[src/rtl/comp_serial_ctrl.sv]
// -----------------------------------------------------------------------------
// comp_serial_ctrl
// Sequential unsigned magnitude comparator. Two WIDTH-bit operands are captured
// on an accepted start and compared two bits per clock, most significant slice
// first, through one shared 2-bit compare slice. The walk stops at the first
// unequal slice. The result is reported as one-hot {lg, eq, sm} with a
// start/busy/done handshake.
//
// Ports
//   clk    in   1      rising-edge clock
//   rst_n  in   1      asynchronous active-low reset
//   start  in   1      compare request, sampled only while busy is low
//   a      in   WIDTH  operand X, captured on the accepted start edge
//   b      in   WIDTH  operand Y, captured on the accepted start edge
//   busy   out  1      high while a compare is running or being reported
//   done   out  1      one-cycle pulse, result valid on lg/eq/sm
//   lg     out  1      X > Y, held until the next result
//   eq     out  1      X == Y, held until the next result
//   sm     out  1      X < Y, held until the next result
// -----------------------------------------------------------------------------
module comp_serial_ctrl #(
  parameter int WIDTH = 8
) (
  input  logic             clk,
  input  logic             rst_n,
  input  logic             start,
  input  logic [WIDTH-1:0] a,
  input  logic [WIDTH-1:0] b,
  output logic             busy,
  output logic             done,
  output logic             lg,
  output logic             eq,
  output logic             sm
);

  localparam int DIGITS = WIDTH / 2;
  localparam int IDXW   = (DIGITS > 1) ? $clog2(DIGITS) : 1;

  typedef enum logic [1:0] {
    S_IDLE = 2'd0,
    S_RUN  = 2'd1,
    S_DONE = 2'd2
  } state_t;

  // One 2-bit slice compare, one-hot {greater, equal, smaller}.
  function automatic logic [2:0] slice_cmp(input logic [1:0] x, input logic [1:0] y);
    logic [2:0] r;
    if (x > y) begin
      r = 3'b100;
    end else if (x < y) begin
      r = 3'b001;
    end else begin
      r = 3'b010;
    end
    return r;
  endfunction

  state_t           state_q, state_d;
  logic [WIDTH-1:0] sa_q, sa_d;
  logic [WIDTH-1:0] sb_q, sb_d;
  logic [IDXW-1:0]  idx_q, idx_d;
  logic [2:0]       res_q, res_d;
  logic             busy_q, busy_d;
  logic             done_q, done_d;
  logic [2:0]       slice_res;

  // Next-state, datapath and registered-output computation.
  always_comb begin
    state_d   = state_q;
    sa_d      = sa_q;
    sb_d      = sb_q;
    idx_d     = idx_q;
    res_d     = res_q;
    slice_res = slice_cmp(sa_q[WIDTH-1 -: 2], sb_q[WIDTH-1 -: 2]);

    case (state_q)
      S_IDLE: begin
        if (start) begin
          sa_d    = a;
          sb_d    = b;
          idx_d   = IDXW'(DIGITS - 1);
          state_d = S_RUN;
        end else begin
          state_d = S_IDLE;
        end
      end
      S_RUN: begin
        if (slice_res != 3'b010) begin
          // First unequal slice decides the whole compare.
          res_d   = slice_res;
          state_d = S_DONE;
        end else if (idx_q == {IDXW{1'b0}}) begin
          // Every slice matched; idx never wraps so this always exits.
          res_d   = 3'b010;
          state_d = S_DONE;
        end else begin
          sa_d    = sa_q << 2;
          sb_d    = sb_q << 2;
          idx_d   = idx_q - IDXW'(1);
          state_d = S_RUN;
        end
      end
      S_DONE: begin
        state_d = S_IDLE;
      end
      default: begin
        state_d = S_IDLE;
      end
    endcase

    // Outputs are registered from the next state so they line up with it.
    busy_d = (state_d != S_IDLE);
    done_d = (state_d == S_DONE);
  end

  // State, shift registers, slice counter and output flops.
  always_ff @(posedge clk or negedge rst_n) begin
    if (!rst_n) begin
      state_q <= S_IDLE;
      sa_q    <= {WIDTH{1'b0}};
      sb_q    <= {WIDTH{1'b0}};
      idx_q   <= {IDXW{1'b0}};
      res_q   <= 3'b000;
      busy_q  <= 1'b0;
      done_q  <= 1'b0;
    end else begin
      state_q <= state_d;
      sa_q    <= sa_d;
      sb_q    <= sb_d;
      idx_q   <= idx_d;
      res_q   <= res_d;
      busy_q  <= busy_d;
      done_q  <= done_d;
    end
  end

  assign busy = busy_q;
  assign done = done_q;
  assign lg   = res_q[2];
  assign eq   = res_q[1];
  assign sm   = res_q[0];

endmodule

[config.mk]
export PLATFORM = sky130hd
export DESIGN_NAME = comp_serial_ctrl
export DESIGN_NICKNAME = d
export VERILOG_FILES = /design/src/rtl/comp_serial_ctrl.sv
export SDC_FILE = /design/constraint.sdc
export NUM_CORES = 1
export LEC_CHECK = 0
export ABC_AREA = 1
export BUFFER_PORTS_ARGS = -buffer_cell sky130_fd_sc_hd__clkbuf_2
export CORE_ASPECT_RATIO = 1.5
export CORE_MARGIN = 5
export CORE_UTILIZATION = 47
export DETAILED_ROUTE_END_ITERATION = 10
export GPL_ROUTABILITY_DRIVEN = 1
export MAX_ROUTING_LAYER = met4
export PLACE_DENSITY_LB_ADDON = 0.3
export SLEW_MARGIN = 5
export SYNTH_ARGS = -nofsm -noshare
export SYNTH_HDL_FRONTEND = slang
export SYNTH_SLANG_ARGS = --single-unit
export TNS_END_PERCENT = 1
[constraint.sdc]
create_clock -name clk -period 1.3 [get_ports clk]
set_input_delay 0.26 -clock clk [delete_from_list [all_inputs] [get_ports clk]]
set_output_delay 0.26 -clock clk [all_outputs]
set_load 0.05 [all_outputs]
==> flow_summary.html <==
<table>
<tr><th>Metric</th><th>Value</th></tr>
<tr><th colspan="2">Pwr</th></tr>
<tr><td>Max rail drop VDD</td><td>0.00160 V</td></tr>
<tr><td>Total power</td><td>4.69 mW</td></tr>
<tr><td>PD cells</td><td>2700 nW/um^2</td></tr>
<tr><td>LEAKAGE</td><td>0.960 nW</td></tr>
<tr><th colspan="2">Timing</th></tr>
<tr><td>Unrepaired setup endpoints after global routing</td><td>true</td></tr>
<tr><td>Setup violations, final</td><td>19</td></tr>
<tr><td>Slew at the pin closest to its max-slew limit</td><td>0.622 ns</td></tr>
<tr><td>Worst Hold Margin</td><td>-0.0164 ns</td></tr>
<tr><td>Final hold violation count</td><td>25</td></tr>
<tr><td>Post-route setup TNS</td><td>-1.28 ns</td></tr>
<tr><td>Normalized max-slew margin</td><td>0.586</td></tr>
<tr><td>Total count of max-transition violations in the final report</td><td>0</td></tr>
<tr><td>Portion of the clock cycle consumed by the worst path in the final layout</td><td>1.06</td></tr>
<tr><td>Worst Clk Skew</td><td>0.00189 ns</td></tr>
<tr><td>Setup ws final</td><td>-0.0817 ns</td></tr>
<tr><td>Highest attainable clock frequency</td><td>724 MHz</td></tr>
<tr><td>Final critical path time including I/O delays and setup</td><td>1.38 ns</td></tr>
<tr><th colspan="2">Critical path</th></tr>
<tr><td>Depth of the most critical reg-to-reg path</td><td>7</td></tr>
<tr><td>Largest delay share family, worst path</td><td>flip-flops</td></tr>
<tr><td>Worst setup slack for register-to-register paths</td><td>-0.08 ns</td></tr>
<tr><td>Cell with the largest stage delay on the worst path</td><td>sky130_fd_sc_hd__dfrtp_1</td></tr>
<tr><td>Delay contributed by the slowest stage of the critical path</td><td>0.43 ns</td></tr>
<tr><td>Data required time at the worst endpoint</td><td>1.47 ns</td></tr>
<tr><td>Critical path launch point type</td><td>flip-flop</td></tr>
<tr><td>Worst path arrival time</td><td>1.55 ns</td></tr>
<tr><td>Destination of the worst register-to-register timing path</td><td>sa_q[6]$_DFFE_PN0P_</td></tr>
<tr><td>FF-to-FF Start</td><td>sa_q[7]$_DFFE_PN0P_</td></tr>
<tr><td>Start point of the critical path</td><td>sa_q[7]$_DFFE_PN0P_</td></tr>
<tr><td>CP Cell Sequence</td><td>ha_4 -&gt; nand2_2 -&gt; nand2_4 -&gt; nand3_4 -&gt; buf_8 -&gt; nand3_2 -&gt; nand2_1</td></tr>
<tr><td>Type of element capturing the critical path</td><td>flip-flop</td></tr>
<tr><td>Type of the worst setup path</td><td>reg2reg</td></tr>
<tr><td>Critical path fanouts, max</td><td>6</td></tr>
<tr><td>Worst Path Buf+Inv</td><td>1</td></tr>
<tr><th colspan="2">Clock tree</th></tr>
<tr><td>Root cell of the clock tree</td><td>sky130_fd_sc_hd__clkbuf_8</td></tr>
<tr><td>CTS hold repair buffers</td><td>0</td></tr>
<tr><td>Clock latency of the later-clocked register in the worst-skew pair</td><td>0.27 ns</td></tr>
<tr><td>Clock Path Buffers</td><td>2</td></tr>
<tr><td>Clock-pin slew of the registers on the worst-case setup and hold paths</td><td>0.09 ns</td></tr>
<tr><td>Maximum level of the CTS H-tree</td><td>1</td></tr>
<tr><td>Clock Sinks</td><td>25</td></tr>
<tr><td>CTS tree</td><td>yes</td></tr>
<tr><td>CTS Buf Count</td><td>3</td></tr>
<tr><th colspan="2">Route</th></tr>
<tr><td>Avg WL per Cell</td><td>13.1 um</td></tr>
<tr><td>Per-cell via count in the routed design</td><td>5.00</td></tr>
<tr><td>Violation count after the first detailed-route iteration</td><td>58</td></tr>
<tr><td>Count of TritonRoute iterations in the first routing pass</td><td>4</td></tr>
<tr><td>Routed WL</td><td>3.07 mm</td></tr>
<tr><td>Detail Route Antenna Nets</td><td>0</td></tr>
<tr><td>Total number of vias</td><td>1174</td></tr>
<tr><td># DRC</td><td>0</td></tr>
<tr><th colspan="2">Floorplanning</th></tr>
<tr><td>Area of the die</td><td>3920 sq um</td></tr>
<tr><td>Number of primary I/O pins</td><td>24</td></tr>
<tr><td>Die Span X</td><td>52.8 um</td></tr>
<tr><td>Floorplan core area</td><td>2650 sq um</td></tr>
<tr><td>Die height</td><td>74.2 um</td></tr>
<tr><td>Effective utilization at floorplan</td><td>0.488</td></tr>
<tr><td>Row cnt</td><td>23</td></tr>
<tr><th colspan="2">Logic synthesis</th></tr>
<tr><td>Cell area after technology mapping</td><td>1290 sq um</td></tr>
<tr><td>Synthesized net count</td><td>186</td></tr>
<tr><td>Warnings, synthesis</td><td>0</td></tr>
<tr><td>Synthesized area per cell</td><td>7.88 sq um</td></tr>
<tr><td>Part of the Yosys area used for sequential elements</td><td>0.484</td></tr>
<tr><td>Number of distinct library cell variants in the gate-level netlist after synthesis</td><td>17</td></tr>
<tr><td>Post-Syn Instances</td><td>164</td></tr>
<tr><td>Number of register bits inferred by synthesis</td><td>25</td></tr>
<tr><th colspan="2">Status</th></tr>
<tr><td>Failing checks</td><td>negative hold slack, negative setup slack</td></tr>
<tr><td>Run status</td><td>finished, violations left</td></tr>
<tr><th colspan="2">Cells and area</th></tr>
<tr><td>Area grow syn2layout</td><td>34.2%</td></tr>
<tr><td>Antenna diode count</td><td>0</td></tr>
<tr><td>Most common library cell in the layout ignoring fill and taps</td><td>sky130_fd_sc_hd__nand2_1</td></tr>
<tr><td>Most frequent cells in the layout</td><td>sky130_fd_sc_hd__nand2_1 (62), sky130_fd_sc_hd__dfrtp_1 (25), sky130_fd_sc_hd__nand3_1 (23), sky130_fd_sc_hd__clkbuf_2 (23), sky130_fd_sc_hd__nand3_2 (13)</td></tr>
<tr><td>Layout Cells excl Fill</td><td>235</td></tr>
<tr><td>Final std cell area, no fill</td><td>1730 sq um</td></tr>
<tr><td>Fraction of layout cells with a size suffix above 1</td><td>0.374</td></tr>
<tr><td>Layout Nets</td><td>221</td></tr>
<tr><td>Final cell utilization of the core</td><td>0.655</td></tr>
<tr><th colspan="2">Global route</th></tr>
<tr><td>Total GRT Usage</td><td>0.181</td></tr>
<tr><td>Global-route wire length before repair</td><td>5.15 mm</td></tr>
<tr><td>Antenna violations before repair</td><td>0</td></tr>
<tr><td>Vias in the first global route</td><td>1120</td></tr>
<tr><td>Global route overflow</td><td>0</td></tr>
<tr><td>Pin count of the biggest net entering global routing</td><td>26</td></tr>
<tr><th colspan="2">Place</th></tr>
<tr><td>Pre-CTS worst setup slack</td><td>-0.0997 ns</td></tr>
<tr><td>Cell Area, Placed</td><td>1490 sq um</td></tr>
<tr><td>Global placer's final weighted congestion</td><td>0.826</td></tr>
<tr><td>Sum of net half-perimeters after detailed placement</td><td>2.02 mm</td></tr>
<tr><td>Number of placed cells counting well taps</td><td>226</td></tr>
<tr><td>Port Buffers</td><td>23</td></tr>
<tr><th colspan="2">Hold path</th></tr>
<tr><td>Min-Delay Path Class</td><td>in2async</td></tr>
<tr><th colspan="2">Flow run</th></tr>
<tr><td>MaxCap Viol Count</td><td>0</td></tr>
</table>
[sequential cells by signal (all words and copies together) (netlist names)]
signal	cells
sa_q	8
sb_q	8
res_q	3
idx_q	2
state_q	2
busy	1
done	1
[report_power, final]
group	internal, mW	total [mW]	switching, mW
logic	1.14	2.83	1.69
registers	1.15	1.39	0.238
clock network	0.220	0.475	0.255
[cell type report]
class                           instances  area (sq um)
Clock buffer                            4          45.0
Sequential cell                        25           626
Timing Repair Buffer                   37           264
Fill cell                             245           913
Inverter                               14          57.6
Tap cell                               37          46.3
Multi-Input combinational cell        118           696
[logic make-up (layout without fill, tap and decap cells)]
| kind of cell | after synthesis | in the layout | synth area share |
|---|---|---|---|
| compound gates | 2 | 2 | 0.0184 |
| flops | 25 | 25 | 0.484 |
| fa+ha+maj | 3 | 3 | 0.0290 |
| buf+inv | 22 | 55 | 0.0910 |
| simple gates | 112 | 113 | 0.378 |
[layer usage]
metal	track usage	routed length [um]	part of all wire
met2	0.291	1640	0.53
met1	0.229	1260	0.41
met4	0.0653	40	0.013
met3	0.0261	134	0.044
met5	-	0	0
[worst max-delay path by stage]
stage | endpoint | cells after the start
final | sa_q[6]$_DFFE_PN0P_ | 7
after global routing | sa_q[3]$_DFFE_PN0P_ | 8
after CTS | sa_q[7]$_DFFE_PN0P_ | 7
after detailed placement | sa_q[3]$_DFFE_PN0P_ | 7
after global placement | sa_q[3]$_DFFE_PN0P_ | 7
after floorplan | sa_q[4]$_DFFE_PN0P_ | 8
[synth_stat cells]
cell	number	area (sq um)
sky130_fd_sc_hd__nand3_2	1	10.0
sky130_fd_sc_hd__nand2_4	1	11.3
sky130_fd_sc_hd__buf_2	2	10.0
sky130_fd_sc_hd__ha_1	3	37.5
sky130_fd_sc_hd__nand2_2	2	12.5
sky130_fd_sc_hd__nor2_1	2	7.51
sky130_fd_sc_hd__inv_1	12	45.0
sky130_fd_sc_hd__nand3b_1	1	7.51
sky130_fd_sc_hd__nand2_1	69	259
sky130_fd_sc_hd__nand3_1	36	180
sky130_fd_sc_hd__dfrtp_1	25	626
sky130_fd_sc_hd__buf_6	2	22.5
sky130_fd_sc_hd__buf_4	4	30.0
sky130_fd_sc_hd__inv_2	1	3.75
sky130_fd_sc_hd__o21a_1	1	7.51
sky130_fd_sc_hd__o21ai_4	1	16.3
sky130_fd_sc_hd__inv_4	1	6.26
[what timing repair did]
item,CTS,global route
hold endpoints to repair,0,0
endpoints found under the setup margin,21,25
buffers inserted,0,2
gates resized for setup,7,31
cloned,1,2
pin swaps,1,15
No activity file was read; power rests on OpenSTA's default activity.
